## src/rtl/brightness_pkg.sv

```systemverilog
// Shared types and constants for the LED brightness controller.
// Holds the FSM state enum, the default parameter set, the constants derived
// from those defaults, and a width helper that lets each module size its own
// counters from its actual parameter values.
package brightness_pkg;

  // Default configuration, used as parameter defaults by the modules
  localparam int unsigned LEVEL_W_DEF      = 4;
  localparam int unsigned DEBOUNCE_CYC_DEF = 8;
  localparam int unsigned REPEAT_DELAY_DEF = 32;
  localparam int unsigned REPEAT_RATE_DEF  = 8;
  localparam int unsigned INIT_LEVEL_DEF   = 8;

  // Minimum bit width able to hold max_val
  function automatic int unsigned cnt_width(input int unsigned max_val);
    return (max_val < 2) ? 1 : $clog2(max_val + 1);
  endfunction

  // Constants for the default configuration
  localparam int unsigned LEVEL_MAX = (1 << LEVEL_W_DEF) - 1;
  localparam int unsigned TIMER_W   = cnt_width((REPEAT_DELAY_DEF > REPEAT_RATE_DEF) ?
                                                REPEAT_DELAY_DEF : REPEAT_RATE_DEF);
  localparam int unsigned DB_CNT_W  = cnt_width(DEBOUNCE_CYC_DEF);

  typedef enum logic [2:0] {
    IDLE    = 3'd0,
    HOLD_UP = 3'd1,
    RPT_UP  = 3'd2,
    HOLD_DN = 3'd3,
    RPT_DN  = 3'd4,
    LOCK    = 3'd5
  } state_e;

endpackage

```

## src/rtl/brightness_ctrl_if.sv

```systemverilog
// Board-side bundle of the brightness controller.
//   button_plus, button_minus : raw asynchronous buttons, 1 = pressed
//   level                     : current requested brightness level
//   led                       : registered PWM output
//   step                      : one-cycle pulse per accepted level change
// master = button/LED side, slave = controller.
interface brightness_ctrl_if #(
  parameter int unsigned LEVEL_W = 4
);
  logic               button_plus;
  logic               button_minus;
  logic [LEVEL_W-1:0] level;
  logic               led;
  logic               step;

  modport master (output button_plus, output button_minus,
                  input level, input led, input step);
  modport slave  (input button_plus, input button_minus,
                  output level, output led, output step);
endinterface

```

## src/rtl/brightness_ctrl_button_debounce.sv

```systemverilog
// Two-flop synchroniser followed by a debouncer for one raw button.
//   clk, rst : clock, async active-high reset
//   raw      : asynchronous button input
//   db       : debounced level, flips after DEBOUNCE_CYC consecutive
//              synchronised cycles that disagree with it
module button_debounce
  import brightness_pkg::*;
#(
  parameter int unsigned DEBOUNCE_CYC = DEBOUNCE_CYC_DEF
) (
  input  logic clk,
  input  logic rst,
  input  logic raw,
  output logic db
);

  localparam int unsigned CW = cnt_width(DEBOUNCE_CYC);

  logic          meta;
  logic          sync;
  logic [CW-1:0] cnt;

  // Synchroniser, mismatch counter and debounced state
  always_ff @(posedge clk or posedge rst) begin
    if (rst) begin
      meta <= 1'b0;
      sync <= 1'b0;
      db   <= 1'b0;
      cnt  <= '0;
    end else begin
      meta <= raw;
      sync <= meta;
      if (sync != db) begin
        if (cnt == CW'(DEBOUNCE_CYC - 1)) begin
          db  <= sync;
          cnt <= '0;
        end else begin
          cnt <= cnt + CW'(1);
        end
      end else begin
        cnt <= '0;
      end
    end
  end

endmodule

```

## src/rtl/brightness_ctrl.sv

```systemverilog
// Button-driven LED brightness controller.
// Debounces two buttons, runs a press/hold/auto-repeat FSM, keeps a
// saturating level register and drives the LED with a PWM whose duty is
// captured only at the start of each period.
//   clk, rst : clock, async active-high reset
//   bus      : brightness_ctrl_if.slave (buttons in; level, led, step out)
// Optional: define BRIGHTNESS_CTRL_SOFTSTART_EN to reset the level to 0 and
// ramp it up to INIT_LEVEL one step per PWM period, with buttons ignored
// until the ramp completes.
module brightness_ctrl
  import brightness_pkg::*;
#(
  parameter int unsigned LEVEL_W      = LEVEL_W_DEF,
  parameter int unsigned DEBOUNCE_CYC = DEBOUNCE_CYC_DEF,
  parameter int unsigned REPEAT_DELAY = REPEAT_DELAY_DEF,
  parameter int unsigned REPEAT_RATE  = REPEAT_RATE_DEF,
  parameter int unsigned INIT_LEVEL   = INIT_LEVEL_DEF
) (
  input  logic              clk,
  input  logic              rst,
  brightness_ctrl_if.slave  bus
);

  localparam int unsigned LVL_MAX = (1 << LEVEL_W) - 1;
  localparam int unsigned TMR_MAX = (REPEAT_DELAY > REPEAT_RATE) ? REPEAT_DELAY : REPEAT_RATE;
  localparam int unsigned TMR_W   = cnt_width(TMR_MAX);

  logic               db_plus, db_minus;
  logic               prev_plus, prev_minus;
  logic               rise_plus_c, rise_minus_c;
  state_e             state, state_nxt;
  logic [TMR_W-1:0]   timer, timer_nxt;
  logic               up_c, dn_c;
  logic [LEVEL_W-1:0] level_q;
  logic               step_q;
  logic [LEVEL_W-1:0] pwm_cnt, shadow, duty_now_c;
  logic               led_q;
  logic               buttons_live;
  logic               ramp_inc_c;

  button_debounce #(.DEBOUNCE_CYC(DEBOUNCE_CYC)) u_db_plus (
    .clk(clk), .rst(rst), .raw(bus.button_plus), .db(db_plus)
  );
  button_debounce #(.DEBOUNCE_CYC(DEBOUNCE_CYC)) u_db_minus (
    .clk(clk), .rst(rst), .raw(bus.button_minus), .db(db_minus)
  );

  assign rise_plus_c  = db_plus & ~prev_plus;
  assign rise_minus_c = db_minus & ~prev_minus;

  // FSM state, repeat timer and edge-detect history
  always_ff @(posedge clk or posedge rst) begin
    if (rst) begin
      state      <= IDLE;
      timer      <= '0;
      prev_plus  <= 1'b0;
      prev_minus <= 1'b0;
    end else begin
      state      <= state_nxt;
      timer      <= timer_nxt;
      prev_plus  <= db_plus;
      prev_minus <= db_minus;
    end
  end

  // Next state and step requests; both-pressed always wins
  always_comb begin
    state_nxt = state;
    timer_nxt = timer;
    up_c      = 1'b0;
    dn_c      = 1'b0;
    if (db_plus && db_minus) begin
      state_nxt = LOCK;
    end else begin
      case (state)
        IDLE: begin
          if (rise_plus_c) begin
            up_c      = 1'b1;
            state_nxt = HOLD_UP;
            timer_nxt = TMR_W'(REPEAT_DELAY);
          end else if (rise_minus_c) begin
            dn_c      = 1'b1;
            state_nxt = HOLD_DN;
            timer_nxt = TMR_W'(REPEAT_DELAY);
          end
        end
        HOLD_UP, RPT_UP: begin
          if (!db_plus) begin
            state_nxt = IDLE;
          end else if (timer == TMR_W'(1)) begin
            up_c      = 1'b1;
            state_nxt = RPT_UP;
            timer_nxt = TMR_W'(REPEAT_RATE);
          end else begin
            timer_nxt = timer - TMR_W'(1);
          end
        end
        HOLD_DN, RPT_DN: begin
          if (!db_minus) begin
            state_nxt = IDLE;
          end else if (timer == TMR_W'(1)) begin
            dn_c      = 1'b1;
            state_nxt = RPT_DN;
            timer_nxt = TMR_W'(REPEAT_RATE);
          end else begin
            timer_nxt = timer - TMR_W'(1);
          end
        end
        LOCK: begin
          if (!db_plus && !db_minus) state_nxt = IDLE;
        end
        default: state_nxt = IDLE;
      endcase
    end
  end

`ifdef BRIGHTNESS_CTRL_SOFTSTART_EN
  localparam logic [LEVEL_W-1:0] LEVEL_RST = '0;
  logic ramp_done;

  // Ramp is finished once the level has climbed to INIT_LEVEL
  always_ff @(posedge clk or posedge rst) begin
    if (rst) ramp_done <= 1'b0;
    else if (level_q == LEVEL_W'(INIT_LEVEL)) ramp_done <= 1'b1;
  end

  assign buttons_live = ramp_done;
  assign ramp_inc_c   = !ramp_done && (level_q != LEVEL_W'(INIT_LEVEL)) &&
                        (pwm_cnt == LEVEL_W'(LVL_MAX));
`else
  localparam logic [LEVEL_W-1:0] LEVEL_RST = LEVEL_W'(INIT_LEVEL);

  assign buttons_live = 1'b1;
  assign ramp_inc_c   = 1'b0;
`endif

  // Saturating level register; step pulses only when the level moves
  always_ff @(posedge clk or posedge rst) begin
    if (rst) begin
      level_q <= LEVEL_RST;
      step_q  <= 1'b0;
    end else begin
      step_q <= 1'b0;
      if (ramp_inc_c || (buttons_live && up_c && level_q != LEVEL_W'(LVL_MAX))) begin
        level_q <= level_q + LEVEL_W'(1);
        step_q  <= 1'b1;
      end else if (buttons_live && dn_c && level_q != '0) begin
        level_q <= level_q - LEVEL_W'(1);
        step_q  <= 1'b1;
      end
    end
  end

  // In the counter-0 cycle the shadow is being reloaded, so use the level directly
  assign duty_now_c = (pwm_cnt == '0) ? level_q : shadow;

  // Free-running PWM counter, period-boundary duty capture, registered LED
  always_ff @(posedge clk or posedge rst) begin
    if (rst) begin
      pwm_cnt <= '0;
      shadow  <= '0;
      led_q   <= 1'b0;
    end else begin
      pwm_cnt <= pwm_cnt + LEVEL_W'(1);
      if (pwm_cnt == '0) shadow <= level_q;
      led_q <= (pwm_cnt < duty_now_c);
    end
  end

  assign bus.level = level_q;
  assign bus.step  = step_q;
  assign bus.led   = led_q;

endmodule

```

## src/flat_wrapper.sv

```systemverilog
// flat-port wrapper written by rule: the top's interface ports become plain ports
module brightness_ctrl_flat import brightness_pkg::*;
#(
  parameter int unsigned LEVEL_W      = LEVEL_W_DEF,
  parameter int unsigned DEBOUNCE_CYC = DEBOUNCE_CYC_DEF,
  parameter int unsigned REPEAT_DELAY = REPEAT_DELAY_DEF,
  parameter int unsigned REPEAT_RATE  = REPEAT_RATE_DEF,
  parameter int unsigned INIT_LEVEL   = INIT_LEVEL_DEF
)
  (clk, rst, bus_button_plus, bus_button_minus, bus_level, bus_led, bus_step);
  brightness_ctrl_if #(.LEVEL_W(LEVEL_W)) bus_i ();
  input  logic clk;
  input  logic rst;
  input wire logic [$bits(bus_i.button_plus)-1:0] bus_button_plus;
  input wire logic [$bits(bus_i.button_minus)-1:0] bus_button_minus;
  output wire logic [$bits(bus_i.level)-1:0] bus_level;
  output wire logic [$bits(bus_i.led)-1:0] bus_led;
  output wire logic [$bits(bus_i.step)-1:0] bus_step;
  assign bus_i.button_plus = bus_button_plus;
  assign bus_i.button_minus = bus_button_minus;
  assign bus_level = bus_i.level;
  assign bus_led = bus_i.led;
  assign bus_step = bus_i.step;
  brightness_ctrl #(.LEVEL_W(LEVEL_W), .DEBOUNCE_CYC(DEBOUNCE_CYC), .REPEAT_DELAY(REPEAT_DELAY), .REPEAT_RATE(REPEAT_RATE), .INIT_LEVEL(INIT_LEVEL)) u_core (.clk(clk), .rst(rst), .bus(bus_i));
endmodule
```

## config.mk

```make
export PLATFORM = sky130hd
export DESIGN_NAME = brightness_ctrl_flat
export DESIGN_NICKNAME = d
export VERILOG_FILES = /design/src/rtl/brightness_pkg.sv /design/src/rtl/brightness_ctrl_if.sv /design/src/rtl/brightness_ctrl_button_debounce.sv /design/src/rtl/brightness_ctrl.sv /design/src/flat_wrapper.sv
export SDC_FILE = /design/constraint.sdc
export NUM_CORES = 1
export LEC_CHECK = 0
export CAP_MARGIN = 20
export CORE_MARGIN = 2
export CORE_UTILIZATION = 59
export DETAILED_ROUTE_END_ITERATION = 10
export GPL_ROUTABILITY_DRIVEN = 1
export GPL_TIMING_DRIVEN = 1
export PLACE_DENSITY = 0.78
export SETUP_SLACK_MARGIN = 0.4
export SKIP_CTS_REPAIR_TIMING = 1
export SYNTH_ARGS = -nofsm -noshare
export SYNTH_HDL_FRONTEND = slang
export SYNTH_HIERARCHICAL = 1
export SYNTH_SLANG_ARGS = --single-unit
```

## constraint.sdc

```tcl
create_clock -name clk -period 3.26 [get_ports clk]
set_clock_uncertainty 0.1 [all_clocks]
set_input_delay 0.978 -clock clk [delete_from_list [all_inputs] [get_ports clk]]
set_output_delay 0.978 -clock clk [all_outputs]
set_load 0.05 [all_outputs]
```

Word level (Yosys, flattened, before mapping)
Index checks and enable logic that the tools add are counted.
Storage, ports and cells
  bits in registers: 39
  input port bits: 4
  output and inout port bits: 6
  word-level logic and storage cells: 98
Cells by class
  $add $sub $neg: 6
  $lt $le $gt $ge: 1
  equal/unequal tests: 18
  mux-type cells: 34
  bitwise logic cells: 5
  reduce and logical (&&, ||, !) cells: 17
Operators by type and width (count)
  6-bit 2-to-1 mux: 5
  4-bit 2-to-1 mux: 7
  3-bit 2-to-1 mux: 8
  6-bit case mux with 3 select lines: 1
  4-bit by 1-bit adder with 4-bit output, second input constant: 4
  3-bit case mux with 4 select lines: 1
  1-bit 2-to-1 mux: 10
  4-bit by 3-bit == test with 1-bit output, second input constant: 2
  4-bit by 2-bit != test with 1-bit output, second input constant: 2
  3-bit by 2-bit == test with 1-bit output, second input constant: 2
  3-bit == test, second input constant: 2
  6-bit by 1-bit == test with 1-bit output, second input constant: 1
  3-bit by 1-bit != test with 1-bit output, second input constant: 2
  6-bit by 1-bit subtractor with 6-bit output, second input constant: 1
  5-bit AND reduction: 1
  1-bit logical AND: 4
  4-bit logical NOT: 1
  4-bit < comparator: 1
  2-bit != test, second input constant: 2
  4-bit by 1-bit != test with 1-bit output, second input constant: 1
  4-bit != test, second input constant: 1
  1-bit case mux with 2 select lines: 2
  2-bit AND reduction: 2
  4-bit AND reduction: 1
  other kinds (11): 17

Longest topological paths before layout
  word-level depth: 9
  gate-level depth with buffers: 10
  depth with buffers taken out: 10

Cells and area by module
The synthesis kept the hierarchy.
By module, submodules not included
  brightness_ctrl: times used 1, cells an instance 151, area an instance 1536.5 um2, sequential area each 626.9 um2
  button_debounce: times used 2, cells an instance 20, area an instance 280.3 um2, sequential area each 175.2 um2

Worst setup path before layout
OpenSTA, ideal clock, no wires.
  path kind: reg2reg
  from: register u_core.timer[1]
  to: register u_core.level_q[3], in the netlist u_core/bus.level[3]
  library setup time: 0.075 ns
  arrival time: 2.499 ns
  data required time: 3.085 ns
  path slack: 0.586 ns
  stages on the path, launching flop included: 11
  buffers on the path: 0
  clock period less this slack: 2.674 ns
  path through: dfrtp_1 inv_1 ha_1 or4b_4 nor4_4 o2111ai_2 ha_1 a21o_1 a21oi_1 mux2i_1 xor2_1
Between the ends
  cells in the longest elaborated chain, start to end: 7
Ends and longest elaborated chain
  start, declared: RTL line brightness_ctrl.sv:32  | logic [TMR_W-1:0] timer, timer_nxt;
  start signal, assigned: RTL line brightness_ctrl.sv:60  | timer <= timer_nxt;
  6-bit by 1-bit == test with 1-bit output *: RTL line brightness_ctrl.sv:90, brightness_ctrl.sv:101
  1-bit 2-to-1 mux *: RTL line brightness_ctrl.sv:90, brightness_ctrl.sv:101
  1-bit 2-to-1 mux, on equally long branches: RTL line brightness_ctrl.sv:88, brightness_ctrl.sv:99
  1-bit case mux with 2 select lines: RTL line brightness_ctrl.sv:75  | case (state)
  1-bit 2-to-1 mux: RTL line brightness_ctrl.sv:72  | if (db_plus && db_minus) begin
  1-bit logical AND, on equally long branches: RTL line brightness_ctrl.sv:144, brightness_ctrl.sv:147
  4-bit 2-to-1 mux or 2-bit nonzero test (tied branches)
  end signal, assigned: RTL line brightness_ctrl.sv:145  | level_q <= level_q + LEVEL_W'(1);
  end signal, assigned: RTL line brightness_ctrl.sv:148  | level_q <= level_q - LEVEL_W'(1);
  end, declared: RTL line brightness_ctrl.sv:34  | logic [LEVEL_W-1:0] level_q;
Every way passes the cells marked *; elsewhere a longest branch is shown, timed or not.
A chain may end at the register's enable or synchronous reset.

Final worst setup path
  from: register u_core.level_q[1], in the netlist u_core/bus.level[1]
  to: output port bus_level[1]
RTL lines
  end, declared: RTL line flat_wrapper.sv:16  | output wire logic [$bits(bus_i.level)-1:0] bus_level;
No word-level cell between the ends.

==> run_results.csv <==
group,metric,value,unit
floorplanning,placementRows,21,
global_routing,grt_start_max_net_pins,26,
routing,vias_per_cell,5.89,
sta,final_max_slew_viol_count,0,
logic_synthesis,yosys-top-cells-area,"dfrtp_1 (45%), ha_1 (8.4%), inv_1 (3.0%)",
status,status,"finished clean",
logic_synthesis,ys_ff_latch,39,
worst_setup_path,worst_setup_path_end_kind,"primary output",
worst_setup_path,path_buf_inv,1,
sta,slew_headroom,0.511,
worst_setup_path,crit_path_top_delay_cell,"clkdlybuf4s50_1",
logic_synthesis,synth_area,2100,sq um
logic_synthesis,synth.most_common_cell,"dfrtp_1",
global_routing,gr-usage-all-layers,0.211,
logic_synthesis,yosys_most_used_dff,"dfrtp_1",
clock_tree,cts_tree,"yes",
floorplanning,fp.dieW,63.6,um
sta,final.min_clock_period,2.78,ns
sta,holdWs,0.260,ns
clock_tree,cts_buffers,5,
worst_setup_path,arrival,1.70,ns
sta,fin_crit_sh,0.852,
finish,antenna_cells,0,
sta,setup-tns-final,0,ns
clock_tree,cts_buffer_depth,2,
finish,area_growth_syn_to_layout,13.6,%
worst_setup_path,cp_cell_sequence,"clkdlybuf4s50_1",
place,dp_hpwl,2.66,mm
logic_synthesis,synth_async_sr_flop_share,1.00,
pwr,powerDensity,915,nW/um^2
place,placed_area,2240,sq um
global_routing,antenna_found_initial,0,
sta,rsz0062_at_grt,"yes",
pwr,vdd_drop_max,490,uV
sta,tightest_slew,0.732,ns
logic_synthesis,avgSynthCellArea,11.0,sq um
routing,vias,1495,
sta,max_freq,360,MHz
pwr,power,2.18,mW
clock_tree,clk_latency,0.34,ns
worst_setup_path,cpLargestDelayFamily,"buffers and inverters",
place,io_buffers,9,
worst_setup_path,reg2reg_slack,0.49,ns
logic_synthesis,synth_top_area_share,0.453,
clock_tree,cts.sink_count,39,
floorplanning,initial_core_util,0.624,
floorplanning,core,3360,sq um
logic_synthesis,synth_edf_count,0,
logic_synthesis,ys_types,54,
routing,finalWirelength,3.75,mm
pwr,power_leakage,1.10,nW
routing,post_drt_wl_per_cell,14.8,um
finish,nets,226,
logic_synthesis,synthesis.nets,210,
worst_hold_path,min_path_type,"flip-flop to flip-flop",
worst_setup_path,start_kind,"flip-flop",
logic_synthesis,synth_area_leader_cell,"dfrtp_1",
routing,ant_nets,0,
global_routing,grt_pass1_vias,1544,
floorplanning,dieArea,4050,sq um
logic_synthesis,ys_seq_area_frac,0.466,
finish,drive_gt1_frac,0.130,
logic_synthesis,yosysWarnings,6,
worst_setup_path,worstPathRequired,2.18,ns
logic_synthesis,syn_inst,191,
floorplanning,fp.dieH,63.6,um
worst_setup_path,crit_fanout,7,
clock_tree,htree_levels,2,
logic_synthesis,synth_common_cells,"dfrtp_1 (38), inv_1 (17), ha_1 (14)",
clock_tree,clk_pin_slew,0.11,ns
global_routing,overflow,0,
worst_setup_path,critPathKind,"flip-flop to primary output",
routing,dr.pass1.iters,4,
clock_tree,cts_root_buf,"clkbuf_4",
global_routing,grt_first_pass_wirelength,6.80,mm
worst_setup_path,critPathMaxStageDelay,0.86,ns
place,gp_congestion,0.814,
sta,finalSetupViolations,0,
floorplanning,io_pins,10,
sta,hold_viol,0,
routing,drc_errors,0,
routing,drt-initial-drc-count,146,
finish,final_area,2380,sq um
run,drv_cap,0,
[layout make-up]
class                      instances  area [sq um]
fill                             279           981
clock buffer                       6          41.3
sequential                        39           977
clock inverter                     2          60.1
timing repair buffer              14           133
tap                               46          57.6
multi-input combinational        130          1050
inverter                          17          63.8
[placed cells by master (no fill, tap or decap), types with 6 or more instances in the layout]
cell type,count
inv_1,17
a21oi_1,7
xnor2_1,6
nor2_1,13
ha_1,14
clkdlybuf4s50_1,7
o21ai_0,6
dfrtp_1,38
nand2_1,8
[through the flow]
step                      cells  setup slack [ns]   util
after CTS                   251             0.383  0.695
after global placement      243             0.508  0.665
after detailed placement    243             0.401  0.665
after floorplan             191             0.586      -
final                       254             0.481  0.708
after global routing        254             0.355  0.708
[state kept, by name, summed over array words and instances, names as in the netlist]
name	count
u_core/prev_plus	1
u_core/u_db_plus/db	1
u_core/state	3
u_core/u_db_minus/db	1
u_core/shadow	4
u_core/u_db_plus/sync	1
u_core/u_db_plus/meta	1
u_core/prev_minus	1
u_core/u_db_minus/sync	1
u_core/bus.level	4
u_core/pwm_cnt	4
u_core/bus.step	1
u_core/u_db_minus/meta	1
u_core/u_db_minus/cnt	4
u_core/timer	6
u_core/bus.led	1
u_core/u_db_plus/cnt	4
[where the power goes]
group / internal [mW] / leakage (nW) / total (mW) / switching (mW)
Clock: 0.239 / 0.0525 / 0.395 / 0.156
Sequential: 0.635 / 0.498 / 0.845 / 0.211
Combinational: 0.415 / 0.550 / 0.940 / 0.525
[cells by family (layout without fill, tap and decap cells)]
| kind of cell | count (synthesis) | in the layout | share of synthesized area |
|---|---|---|---|
| flip-flops | 39 | 39 | 0.466 |
| AO/OA/AOI/OAI | 37 | 37 | 0.129 |
| adder cells (fa/ha/maj) | 15 | 15 | 0.0931 |
| AND/OR/NAND/NOR | 58 | 58 | 0.174 |
| buffers and inverters | 22 | 39 | 0.0412 |
| multiplexers | 10 | 10 | 0.0549 |
| XOR/XNOR | 10 | 10 | 0.0418 |
[worst paths after layout]
path,cells past startpoint,to,start
worst max-delay path,1,bus_level[1],u_core/bus.level[1]
worst min-delay path,0,u_core/u_db_plus/sync,u_core/u_db_plus/meta
worst max register to register,10,u_core/bus.level[3],u_core/timer[1]
worst min register to register,0,u_core/u_db_plus/sync,u_core/u_db_plus/meta
max in group asynchronous,3,u_core/bus.level[3],rst
min in group asynchronous,2,u_core/u_db_plus/cnt[3],rst
[per-layer routing]
metal  part of all wire  vias up  wire (um)  global-route usage
li1                   -      720          -                   -
met1               0.44      739       1640               0.263
met2               0.51       27       1920               0.358
met3              0.031        9        117              0.0500
met4              0.017        0         65              0.0761
met5                  0        -          0                   0
Power figures use the tool's default switching activity.
